[src/rtl/main_mem_ctrl_pkg.sv]
`default_nettype none
// +----------------------------------------------------------------------------+
// | main_mem_ctrl_pkg                                                          |
// | Shared types for the cache <-> main-memory controller: request type,       |
// | transaction owner and the default block/address widths.                   |
// | Revision: 1.0                                                              |
// +----------------------------------------------------------------------------+
package main_mem_ctrl_pkg;

   localparam int BLOCK_DATA_WIDTH = 64;
   localparam int ADDR_WIDTH       = 32;
   // Block address drops the byte offset within one block.
   localparam int BLK_ADDR_WIDTH   = ADDR_WIDTH - $clog2(BLOCK_DATA_WIDTH / 8);

   typedef enum logic {
      READ  = 1'b0,
      WRITE = 1'b1
   } req_type_t;

   typedef enum logic {
      ICACHE = 1'b0,
      DCACHE = 1'b1
   } mem_owner_t;

   typedef logic [BLOCK_DATA_WIDTH-1:0] block_data_t;
   typedef logic [BLK_ADDR_WIDTH-1:0]   main_mem_block_addr_t;

endpackage

`default_nettype wire

[src/rtl/main_mem_ctrl_skid_buf.sv]
`default_nettype none
// +----------------------------------------------------------------------------+
// | mem_req_skid_buf                                                           |
// | One-entry valid/address holding register. Parks an I-cache request that   |
// | arrives while the controller is busy so it can be issued once idle.        |
// | Revision: 1.0                                                              |
// +----------------------------------------------------------------------------+
module mem_req_skid_buf #(
   parameter int ADDR_W = 29
) (
   input  logic              clk,
   input  logic              rst_aL,
   input  logic              set_i,
   input  logic [ADDR_W-1:0] addr_i,
   input  logic              clr_i,
   output logic              valid_o,
   output logic [ADDR_W-1:0] addr_o
);

   logic              valid_q, valid_d;
   logic [ADDR_W-1:0] addr_q,  addr_d;

   // Next entry: a set wins over a clear in the same cycle (new request overrides).
   always_comb begin
      valid_d = valid_q;
      addr_d  = addr_q;
      if (clr_i) begin
         valid_d = 1'b0;
      end
      if (set_i) begin
         valid_d = 1'b1;
         addr_d  = addr_i;
      end
   end

   // Entry storage, cleared by reset.
   always_ff @(posedge clk or negedge rst_aL) begin
      if (!rst_aL) begin
         valid_q <= 1'b0;
         addr_q  <= '0;
      end else begin
         valid_q <= valid_d;
         addr_q  <= addr_d;
      end
   end

   assign valid_o = valid_q;
   assign addr_o  = addr_q;

endmodule

`default_nettype wire

[src/rtl/main_mem_ctrl.sv]
`default_nettype none
// +----------------------------------------------------------------------------+
// | main_mem_ctrl                                                              |
// | Arbitrates I-cache (strict priority) and D-cache block requests onto a     |
// | single outstanding main-memory transaction and returns the response to     |
// | the requesting cache as a one-cycle pulse.                                 |
// | Revision: 1.0                                                              |
// +----------------------------------------------------------------------------+
module main_mem_ctrl
   import main_mem_ctrl_pkg::*;
#(
   parameter int BLOCK_W    = BLOCK_DATA_WIDTH,
   parameter int BLK_ADDR_W = BLK_ADDR_WIDTH
) (
   input  logic                  clk,
   input  logic                  rst_aL,
   // I-cache request (always READ)
   input  logic                  icache_req_valid,
   input  logic [BLK_ADDR_W-1:0] icache_req_block_addr,
   output logic                  icache_req_ready,
   // D-cache request
   input  logic                  dcache_req_valid,
   input  req_type_t             dcache_req_type,
   input  logic [BLK_ADDR_W-1:0] dcache_req_block_addr,
   input  logic [BLOCK_W-1:0]    dcache_req_block_data,
   output logic                  dcache_req_ready,
   // Cache responses
   output logic                  icache_resp_valid,
   output logic [BLOCK_W-1:0]    icache_resp_block_data,
   output logic                  dcache_resp_valid,
   output logic [BLOCK_W-1:0]    dcache_resp_block_data,
   // Main memory
   output logic                  mem_req_valid,
   output req_type_t             mem_req_type,
   output logic [BLK_ADDR_W-1:0] mem_req_block_addr,
   output logic [BLOCK_W-1:0]    mem_req_block_data,
   input  logic                  mem_req_ready,
   input  logic                  mem_resp_valid,
   input  logic [BLOCK_W-1:0]    mem_resp_block_data
);

   typedef enum logic [1:0] {
      IDLE = 2'd0,
      REQ  = 2'd1,
      WAIT = 2'd2,
      RESP = 2'd3
   } mem_ctrl_state_t;

   mem_ctrl_state_t state_q, state_d;

   // In-flight transaction register; data doubles as the response block.
   req_type_t             txn_type_q,  txn_type_d;
   mem_owner_t            txn_owner_q, txn_owner_d;
   logic [BLK_ADDR_W-1:0] txn_addr_q,  txn_addr_d;
   logic [BLOCK_W-1:0]    txn_data_q,  txn_data_d;

   logic                  ibuf_valid;
   logic [BLK_ADDR_W-1:0] ibuf_addr;
   logic                  ibuf_set;
   logic                  ibuf_clr;

   logic                  idle;
   logic                  sel_valid;

   assign idle = (state_q == IDLE);

   // I-cache requests seen while busy are parked; in IDLE they are taken directly.
   assign ibuf_set = icache_req_valid & ~idle;

   mem_req_skid_buf #(
      .ADDR_W (BLK_ADDR_W)
   ) u_ibuf (
      .clk     (clk),
      .rst_aL  (rst_aL),
      .set_i   (ibuf_set),
      .addr_i  (icache_req_block_addr),
      .clr_i   (ibuf_clr),
      .valid_o (ibuf_valid),
      .addr_o  (ibuf_addr)
   );

   // Source selection in IDLE: parked I-cache, then live I-cache, then D-cache.
   always_comb begin
      sel_valid   = 1'b0;
      ibuf_clr    = 1'b0;
      txn_type_d  = txn_type_q;
      txn_owner_d = txn_owner_q;
      txn_addr_d  = txn_addr_q;
      txn_data_d  = txn_data_q;
      if (idle) begin
         if (ibuf_valid) begin
            sel_valid   = 1'b1;
            ibuf_clr    = 1'b1;
            txn_type_d  = READ;
            txn_owner_d = ICACHE;
            txn_addr_d  = ibuf_addr;
            txn_data_d  = '0;
         end else if (icache_req_valid) begin
            sel_valid   = 1'b1;
            txn_type_d  = READ;
            txn_owner_d = ICACHE;
            txn_addr_d  = icache_req_block_addr;
            txn_data_d  = '0;
         end else if (dcache_req_valid) begin
            sel_valid   = 1'b1;
            txn_type_d  = dcache_req_type;
            txn_owner_d = DCACHE;
            txn_addr_d  = dcache_req_block_addr;
            txn_data_d  = dcache_req_block_data;
         end
      end else if ((state_q == WAIT) && mem_resp_valid && (txn_type_q == READ)) begin
         // WRITE keeps its own block as the response so the cache rewrites identical data.
         txn_data_d = mem_resp_block_data;
      end
   end

   // Transaction register storage.
   always_ff @(posedge clk or negedge rst_aL) begin
      if (!rst_aL) begin
         txn_type_q  <= READ;
         txn_owner_q <= ICACHE;
         txn_addr_q  <= '0;
         txn_data_q  <= '0;
      end else begin
         txn_type_q  <= txn_type_d;
         txn_owner_q <= txn_owner_d;
         txn_addr_q  <= txn_addr_d;
         txn_data_q  <= txn_data_d;
      end
   end

   // FSM state register.
   always_ff @(posedge clk or negedge rst_aL) begin
      if (!rst_aL) begin
         state_q <= IDLE;
      end else begin
         state_q <= state_d;
      end
   end

   // FSM next state; responses outside WAIT are dropped.
   always_comb begin
      state_d = state_q;
      case (state_q)
         IDLE:    if (sel_valid)      state_d = REQ;
         REQ:     if (mem_req_ready)  state_d = WAIT;
         WAIT:    if (mem_resp_valid) state_d = RESP;
         RESP:                        state_d = IDLE;
         default:                     state_d = IDLE;
      endcase
   end

   // FSM outputs; data buses read zero whenever their valid is low.
   always_comb begin
      icache_req_ready       = 1'b1;
      dcache_req_ready       = idle & ~ibuf_valid & ~icache_req_valid;
      mem_req_valid          = 1'b0;
      mem_req_type           = READ;
      mem_req_block_addr     = '0;
      mem_req_block_data     = '0;
      icache_resp_valid      = 1'b0;
      icache_resp_block_data = '0;
      dcache_resp_valid      = 1'b0;
      dcache_resp_block_data = '0;
      if (state_q == REQ) begin
         mem_req_valid      = 1'b1;
         mem_req_type       = txn_type_q;
         mem_req_block_addr = txn_addr_q;
         mem_req_block_data = txn_data_q;
      end
      if (state_q == RESP) begin
         if (txn_owner_q == ICACHE) begin
            icache_resp_valid      = 1'b1;
            icache_resp_block_data = txn_data_q;
         end else begin
            dcache_resp_valid      = 1'b1;
            dcache_resp_block_data = txn_data_q;
         end
      end
   end

   // The I-cache never issues while awaiting its response, so the buffer cannot overflow.
   a_ibuf_no_overflow : assert property (@(posedge clk) disable iff (!rst_aL)
      !(icache_req_valid && ibuf_valid));

   // A stray completion (e.g. left over from before a reset) is ignored; flag it only.
   a_resp_only_in_wait : assert property (@(posedge clk) disable iff (!rst_aL)
      !(mem_resp_valid && (state_q != WAIT)))
      else $warning("main_mem_ctrl: mem_resp_valid outside WAIT ignored");

endmodule

`default_nettype wire
[config.mk]
export PLATFORM = sky130hd
export DESIGN_NAME = main_mem_ctrl
export DESIGN_NICKNAME = d
export VERILOG_FILES = /design/src/rtl/main_mem_ctrl_pkg.sv /design/src/rtl/main_mem_ctrl_skid_buf.sv /design/src/rtl/main_mem_ctrl.sv
export SDC_FILE = /design/constraint.sdc
export NUM_CORES = 1
export LEC_CHECK = 0
export ABC_AREA = 1
export BUFFER_PORTS_ARGS = -buffer_cell sky130_fd_sc_hd__buf_2
export CAP_MARGIN = 25
export CORE_AREA = 2 2 162 164
export CTS_CLUSTER_SIZE = 12
export DETAILED_ROUTE_END_ITERATION = 6
export DIE_AREA = 0 0 164 166
export GPL_TIMING_DRIVEN = 0
export SLEW_MARGIN = 20
export SYNTH_ARGS = -nofsm -noshare
export SYNTH_HDL_FRONTEND = slang
export SYNTH_SLANG_ARGS = --single-unit
[constraint.sdc]
create_clock -name clk -period 1.8 [get_ports clk]
set_input_delay 0.27 -clock clk [delete_from_list [all_inputs] [get_ports clk]]
set_output_delay 0.27 -clock clk [all_outputs]
set_load 0.01 [all_outputs]
Word-level counts from Yosys, hierarchy flattened:

Cells that the tools add are included.

* flip-flop bits (word level): 127
* logic and storage cells: 68

* equality and inequality tests: 7
* mux-type cells: 38
* bitwise logic cells: 7
* reduce and logical (&&, ||, !) cells: 9

Operators with widths (number)
* two-way mux 64 bit: 10
* two-way mux 29 bit: 4
* two-way mux 1 bit: 20
* one-hot mux 2 bit (4 select lines): 1
* two-way mux 2 bit: 3
* == test 2 bit (second input constant): 2
* != test 2 bit (second input constant): 2
* != test 4 x 3 -> 1 bit (second input constant): 1
* NOT 1 bit: 4
* AND reduction 2 bit: 2
* nonzero test 2 bit: 2
* AND 1 bit: 3
* AND reduction 3 bit: 1
* nonzero test 3 bit: 1
* == test 2 x 1 -> 1 bit (second input constant): 1
* logical AND 1 bit: 2
* logical NOT 2 bit: 1
* != test 2 x 1 -> 1 bit (second input constant): 1

Longest topological paths before layout:

Gate-level depths: netlist of the first run.

* word-level depth: 6
* depth in mapped cells: 10
* gate-level depth less buffers: 8

By module:

A second synthesis of the first run with hierarchy kept.

* cells, all modules: 1414
* area total of the unflattened synthesis: 8465.6 µm²

By module, submodules not included
* main_mem_ctrl: instances 1, cells an instance 1287, area each 7334.5 µm²
* mem_req_skid_buf: instances 1, cells an instance 127, area each 1131.1 µm²

Worst setup path before layout of the first run:

No wires, ideal clock.

* path type: reg-to-output
* from: reg state_q[1]
* to: out mem_req_block_addr[0]
* arrival time: 1342 ps
* path slack: 188 ps
* stages on the path, launching flop included: 8
* path through: dfrtp_1 > inv_1 > ha_1 > clkbuf_1 > buf_2 > buf_2 > nand2_1 > inv_1

* word-level cells in the longest chain between the ends: 2

RTL lines
* from (decl): RTL line main_mem_ctrl.sv:49 `mem_ctrl_state_t state_q, state_d;`
* from (signal assigned): RTL line main_mem_ctrl.sv:137 `state_q <= state_d;`
* == test 2 x 1 -> 1 bit: RTL line main_mem_ctrl.sv:165 `if (state_q == REQ) begin`
* two-way mux 29 bit: RTL line main_mem_ctrl.sv:165
* to (decl): RTL line main_mem_ctrl.sv:35 `output logic [BLK_ADDR_W-1:0] mem_req_block_addr,`

No other way between the ends.

Worst setup path after layout of the first run:

* from: reg state_q[1]
* to: out dcache_resp_block_data[2]

* word-level cells in the longest chain between the ends: 2

RTL lines
* == test 2 bit: RTL line main_mem_ctrl.sv:171 `if (state_q == RESP) begin`
* two-way mux 64 bit: RTL line main_mem_ctrl.sv:171
* to (decl): RTL line main_mem_ctrl.sv:31 `output logic [BLOCK_W-1:0] dcache_resp_block_data,`

No other way between the ends.

==> impl_results.md, run 1 <==
- Run status: finished, violations left
- Failing checks: negative setup slack
- Final Slew Violations: 0
- Residual DRC: 0
- Largest family of logic cells by synthesized area: simple AND/OR/NAND/NOR gates
- Clk slew on worst S/H paths: 0.07 ns
- FF-to-FF setup slack: 0.08 ns
- FP Rows: 59
- PortBufs: 417
- Setup_tns: -38.47 ns
- Final hold vios: 0
- CTS tree: built
- PD cells: roughly 1700 nW/um^2
- XOR/XNOR Fraction of Synth Area: 0%
- Die Wd: 164 um
- Cts bufs inserted: 17
- Simple-gate share of the synthesized area: 43.30%
- Final worst slack: -0.2537 ns
- Crit path time final: 2.054 ns
- Hold crit path type: in -> reg
- Worst Path Required: 1.53 ns
- Mapped Area: 8284 um^2
- Fin crit share: 114.1%
- Core Area: between 20000 and 30000 um^2
- Multiplexer share of the synthesized area: 0%
- Type of the worst setup path: reg -> out
- Antenna-violating nets left: 0
- Final Wtd Congestion: 0.8881
- Mean area per synthesized cell: 6.003 um^2
- RR Startpoint: state_q[1]
- Max Fclk: approximately 0.49 GHz
- VDD IR-drop max: roughly 780 uV
- Fin Clk Skew: 0.01244 ns
- Crit path capture: dcache_resp_block_data[2]
- Critical path arrival: 1.78 ns
- Area fraction in compound gates after synthesis: under 10%
- Post-Syn Instances: roughly 1.4k
- Initial antenna violation count: 2
- Clock root cell: clkbuf_16
- Distinct cell type count after synthesis: 19
- Crit. End Element: output pin
- Fin nets: 2051
- Vias in the first global route: approximately 9.4k
- Commonest cells after routing, fill and taps aside: nand2_1, buf_2, nand3_1, inv_1, dfrtp_1
- CP Max Fanout: 7
- Static leakage: 8.842 nW
- Synth Register Bits: 127
- GRT Overall Usage: 23.74%
- Layout cells sized above 1: 41.99%
- Place WS: -0.7008 ns
- # H-tree levels: 4
- Initial core utilization: 32.34%
- Worst reg2reg endpoint: txn_data_q[26]
- Largest net degree at the start of global routing: 72
- Setup-failing EPs final: 225
- Vias per std cell: 4.594
- Area share of fa/ha/maj cells after synthesis: less than 1%
- Sequential fraction of the synthesis area: 38.36%
- Die Area: 27220 um^2
- DRT Pass-1 Iters: 5
- Startpoint types: register
- Clk sinks: 127
- IO Pins: 420
- Global-route wire length before repair: 50090 um
- Synth-to-layout area growth: 67.68%
- Max Root-Sink Buffers: 2
- RSZ-0062 raised after global routing: true
- Post-Route WL: 34980 um
- Commonest non-fill, non-tap cell in the layout: nand2_1
- Die Ht: 166 um
- Critical Path Start: state_q[1]
- GRT overflow: 0
- Via count: 10.13k
- WL per Instance: 15.87 um
- Cells on worst reg2reg path: 11
- Max-Cap Viols: 0
- Synth Net Count: about 1.6k
- 1st-iter DRT viols: roughly 530
- HPWL after DPL: between 20000 and 25000 um
- Yosys Warn Count: 0
- Clk Latency, worst-skew pair: 0.42 ns
## timing repair
item,in CTS,in global routing
hold endpoints to repair,56,0
gates resized for setup,201,371
hold buffers,1,0
pin swaps,3,6
cloned,4,17
setup buffers,14,7
endpoints found under the setup margin,266,315
## where the power goes
part,total (W),internal [W],switching [W]
Sequential,0.00558,0.00421,0.00137
Combinational,0.0141,0.00622,0.00787
Clock,0.00366,0.00213,0.00153
## worst max-delay path, cell delays in order, from the launching register on
cell,delay [ns]
dfrtp_1,0.41
buf_6,0.13
ha_4,0.16
nand2_4,0.06
clkbuf_16,0.18
buf_8,0.15
buf_6,0.11
nor2_1,0.03
buf_2,0.13
## final cells by class
class | count | area, um^2
Timing Repair Buffer | 458 | 3313
Inverter | 230 | 880.8
Sequential cell | 127 | 3179
Antenna cell | 2 | 5.005
Buffer | 88 | 914.6
Multi-Input combinational cell | 932 | 4571
Clock inverter | 14 | 168.9
Clock buffer | 18 | 439.2
Fill cell | 2543 | 11730
Tap cell | 335 | 419.2
## state kept, by name, summed over array words and instances, names as in the netlist
name,flops
u_ibuf.addr_o,29
txn_type_q,1
txn_data_q,64
u_ibuf.valid_o,1
state_q,2
txn_addr_q,29
txn_owner_q,1
## cell usage after synthesis (all sizes together)
| cell | n | area [um^2] |
|---|---|---|
| inv | 230 | 863.3 |
| nand2 | 601 | 2268 |
| nor2 | 132 | 503.0 |
| nor3 | 1 | 10.01 |
| buf | 65 | 346.6 |
| ha | 4 | 50.05 |
| dfrtp | 127 | 3178 |
| o21ai | 30 | 150.1 |
| nand3 | 161 | 805.8 |
| conb | 1 | 3.750 |
| clkbuf | 28 | 105.1 |
## worst min path at each step
stage	from	end	depth (start not counted)
after detailed placement	rst_aL	u_ibuf.addr_o[8]	1
final	icache_req_block_addr[19]	u_ibuf.addr_o[19]	3
after CTS	dcache_req_type	txn_type_q	3
after global routing	icache_req_block_addr[10]	u_ibuf.addr_o[10]	3
after global placement	txn_addr_q[15]	txn_addr_q[15]	2
after floorplan	rst_aL	state_q[0]	0
## cells by family after synthesis
logic type,after synthesis
buffers and inverters,323
adder cells (fa/ha/maj),4
other,1
flip-flops,127
AO/OA/AOI/OAI,30
AND/OR/NAND/NOR,895
## routing by layer
layer | up-vias | part of all wire (%) | global-route usage, %
met1 | 4666 | 42 | 30.00
li1 | 5016 | - | -
met5 | - | 0 | 0
met3 | 54 | 6.1 | 4.570
met4 | 0 | 2.7 | 8.848
met2 | 390 | 49 | 40.03
## stage by stage
step	utilization, %	cell area (um^2)	cells	power, W	hold WS (ns)
after CTS	48.08	12320	2184	0.02030	0.09748
after global routing	54.22	13890	2203	0.02501	0.1090
after global placement	42.12	10790	2132	0.01458	0.4636
after floorplan	-	8284	1380	0.01117	-0.02559
after detailed placement	42.27	10830	2133	0.01471	0.2247
final	54.23	13890	2204	0.02333	0.1147
(Power assumes the default switching activity.)
==> run 2: changes to the inputs <==
--- a/config.mk
+++ b/config.mk
@@ -13,6 +13,7 @@
 export DETAILED_ROUTE_END_ITERATION = 6
 export DIE_AREA = 0 0 164 166
 export GPL_TIMING_DRIVEN = 0
+export PLACE_DENSITY_LB_ADDON = 0.25
 export SLEW_MARGIN = 20
 export SYNTH_ARGS = -nofsm -noshare
 export SYNTH_HDL_FRONTEND = slang
==> run 2 against run 1 <==
  * The flow finishes with violations (design-rule violations, negative setup slack)
  * Highest routed layer is now met5
  * Clock power fell by 5.7%
  * Clock skew fell by 0.0028 ns
  * Wire length rose by 15%
  * First-iteration DRC count rose by 83%
  * Critical path depth fell by 1
  * Worst setup slack got worse by 0.091 ns
  * Power rose by 8.6%
  * Utilization rose by 5.7 points
  * Sequential power rose by 1%
  * Global-route usage rose by 1.4 points
  * Combinational power rose by 15%
  * Critical path type unchanged
  * Flip-flop and latch count did not move
==> impl_results.md, run 2 (same netlist as run 1, synthesis figures left out) <==
- Run status: finished, violations left
- Failing checks: design-rule violations, negative setup slack
- Crit-path cells: buf_6 -> ha_4 -> nand2_8 -> buf_12 -> clkbuf_16 -> nor2_4 -> buf_6
- Die Ht: 166 um
- Final worst slack: -0.3444 ns
- Setup_tns: -47.16 ns
- VDD IR-drop max: 845.6 uV
- GRT Overall Usage: 25.17%
- Initial core utilization: 32.34%
- 1st-iter DRT viols: 975
- Post-route cell area: 15350 um^2
- Synth-to-layout area growth: 85.27%
- Total power: 0.02532 W
- Fin crit share: 119.1%
- IO Pins: 420
- Layout cells sized above 1: 47.50%
- Max-Cap Viols: 0
- Static leakage: 9.140 nW
- Clk Latency, worst-skew pair: between 0.4 and 0.5 ns
- Slew margin rel.: 64.00%
- Largest net degree at the start of global routing: 74
- Fin nets: between 2k and 2.5k
- GRT overflow: 0
- CTS tree: built
- Global-route wire length before repair: 53320 um
- Vias per std cell: 4.873
- RSZ-0062 raised after global routing: true
- Commonest non-fill, non-tap cell in the layout: nand2_1
- # H-tree levels: 4
- Worst path slowest cell: dfrtp_2
- Inst Count DP: about 2.1k
- Largest register by flop count: txn_data_q
- Vias in the first global route: 9840
- Fin Clk Skew: around 0.0096 ns
- Startpoint types: register
- Commonest cells after routing, fill and taps aside: nand2_1, buf_2, buf_6, nand3_1, inv_1
- Final hold vios: 0
- DRT Pass-1 Iters: 7
- Crit path time final: 2.144 ns
- PortBufs: 417
- Initial antenna violation count: 5
- Final Slew Violations: 0
- Clk slew on worst S/H paths: approximately 0.070 ns
- Die Wd: 164 um
- Post-DP Area: 10830 um^2
- Core Area: 25620 um^2
- Hold WS: about 0.11 ns
- Hold crit path type: in -> reg
- Cts bufs inserted: 17
- Residual DRC: 2
- Clock root cell: clkbuf_16
- PD cells: around 1600 nW/um^2
- Crit. End Element: output pin
- Worst Path Required: roughly 1.5 ns
- Final Wtd Congestion: 0.8733
- Slew at the pin closest to its max-slew limit: 0.5401 ns
- Clk sinks: 127
- Critical path arrival: between 1.5 and 2 ns
- FP Rows: 59
- FF-to-FF setup slack: 0.05 ns
- Die Area: 27220 um^2
- Post-Route WL: between 40000 and 50000 um
- Type of the worst setup path: reg -> out
- Crit-path most repeated cell: buf_6
- Worst path max stage delay: 0.38 ns
- WL per Instance: 18.05 um
- Antenna-violating nets left: 0
- Setup-failing EPs final: between 200 and 250
- Max Fclk: approximately 0.47 GHz
- Max Root-Sink Buffers: 2
- Via count: 10.82k
- CP Max Fanout: 8
- Max FFs per register: 64
- HPWL after DPL: between 20000 and 25000 um
- Non-Filler Instances: about 2.2k
[run 2: cell types whose count changed in the layout (fill, tap and decap cells not counted), moves of 4 or more]
cell / change
buf_2: -89
buf_6: +86
nor2_1: -86
nor2_4: +81
nand2_4: +15
nand2_2: -14
buf_4: +13
buf_12: +6
inv_1: -5
inv_6: -5
nor2_2: +5
inv_2: +4
[run 2: critical path: cells and delay by family, from the launching register on]
family	cells	cell delay, ns
fa+ha+maj	1	0.19
simple gates	2	0.27
flops	1	0.38
buf+inv	4	0.61
[run 2: what timing repair did]
item / CTS / global route
setup buffers: 23 / 7
pin swaps: 9 / 9
resized for setup: 340 / 533
endpoints found under the hold margin: 54 / 0
hold buffers: 1 / 0
cloned: 17 / 8
endpoints found under the setup margin: 306 / 329
[run 2: area by class of cell]
cell class / count / area (um^2)
Fill cell: 2239 / 10270
Tap cell: 335 / 419.2
Multi-Input combinational cell: 931 / 5244
Sequential cell: 127 / 3179
Antenna cell: 4 / 10.01
Inverter: 230 / 885.9
Buffer: 90 / 998.5
Clock buffer: 19 / 442.9
Timing Repair Buffer: 472 / 4036
Clock inverter: 13 / 132.6
[run 2: final timing paths]
check	startpoint	endpoint	depth (start not counted)
worst max register to register	state_q[0]	txn_data_q[41]	11
min in group asynchronous	rst_aL	txn_addr_q[12]	2
worst min register to register	u_ibuf.addr_o[2]	u_ibuf.addr_o[2]	2
worst max-delay path	state_q[0]	icache_resp_block_data[36]	7
worst min-delay path	icache_req_block_addr[12]	u_ibuf.addr_o[12]	3
max in group asynchronous	rst_aL	txn_data_q[49]	3
[run 2: through the flow]
| step | utilization [%] | worst slack, ns |
|---|---|---|
| 2_1_floorplan | - | 0.1884 |
| 3_3_place_gp | 42.12 | -1.398 |
| 3_5_place_dp | 42.27 | -0.6573 |
| 4_1_cts | 51.38 | -0.2895 |
| 5_1_grt | 59.90 | -0.4037 |
| 6_report | 59.92 | -0.3444 |
[run 2: where the power goes]
group          total [W]  internal (W)  leakage (nW)  switching (W)
combinational     0.0162       0.00694          7.27        0.00927
clock            0.00345       0.00197         0.269        0.00148
sequential       0.00566       0.00421          1.60        0.00145
[run 2: layer usage]
metal  GRT usage (%)  share of wire [%]  up-vias  wire length (um)
met5               0              0.032        -                13
met1           32.33                 40     5075             15960
met3           4.046                7.7      121              3086
met2           43.19                 49      581             19450
met4           7.742                4.0        2              1585
li1                -                  -     5043                 -
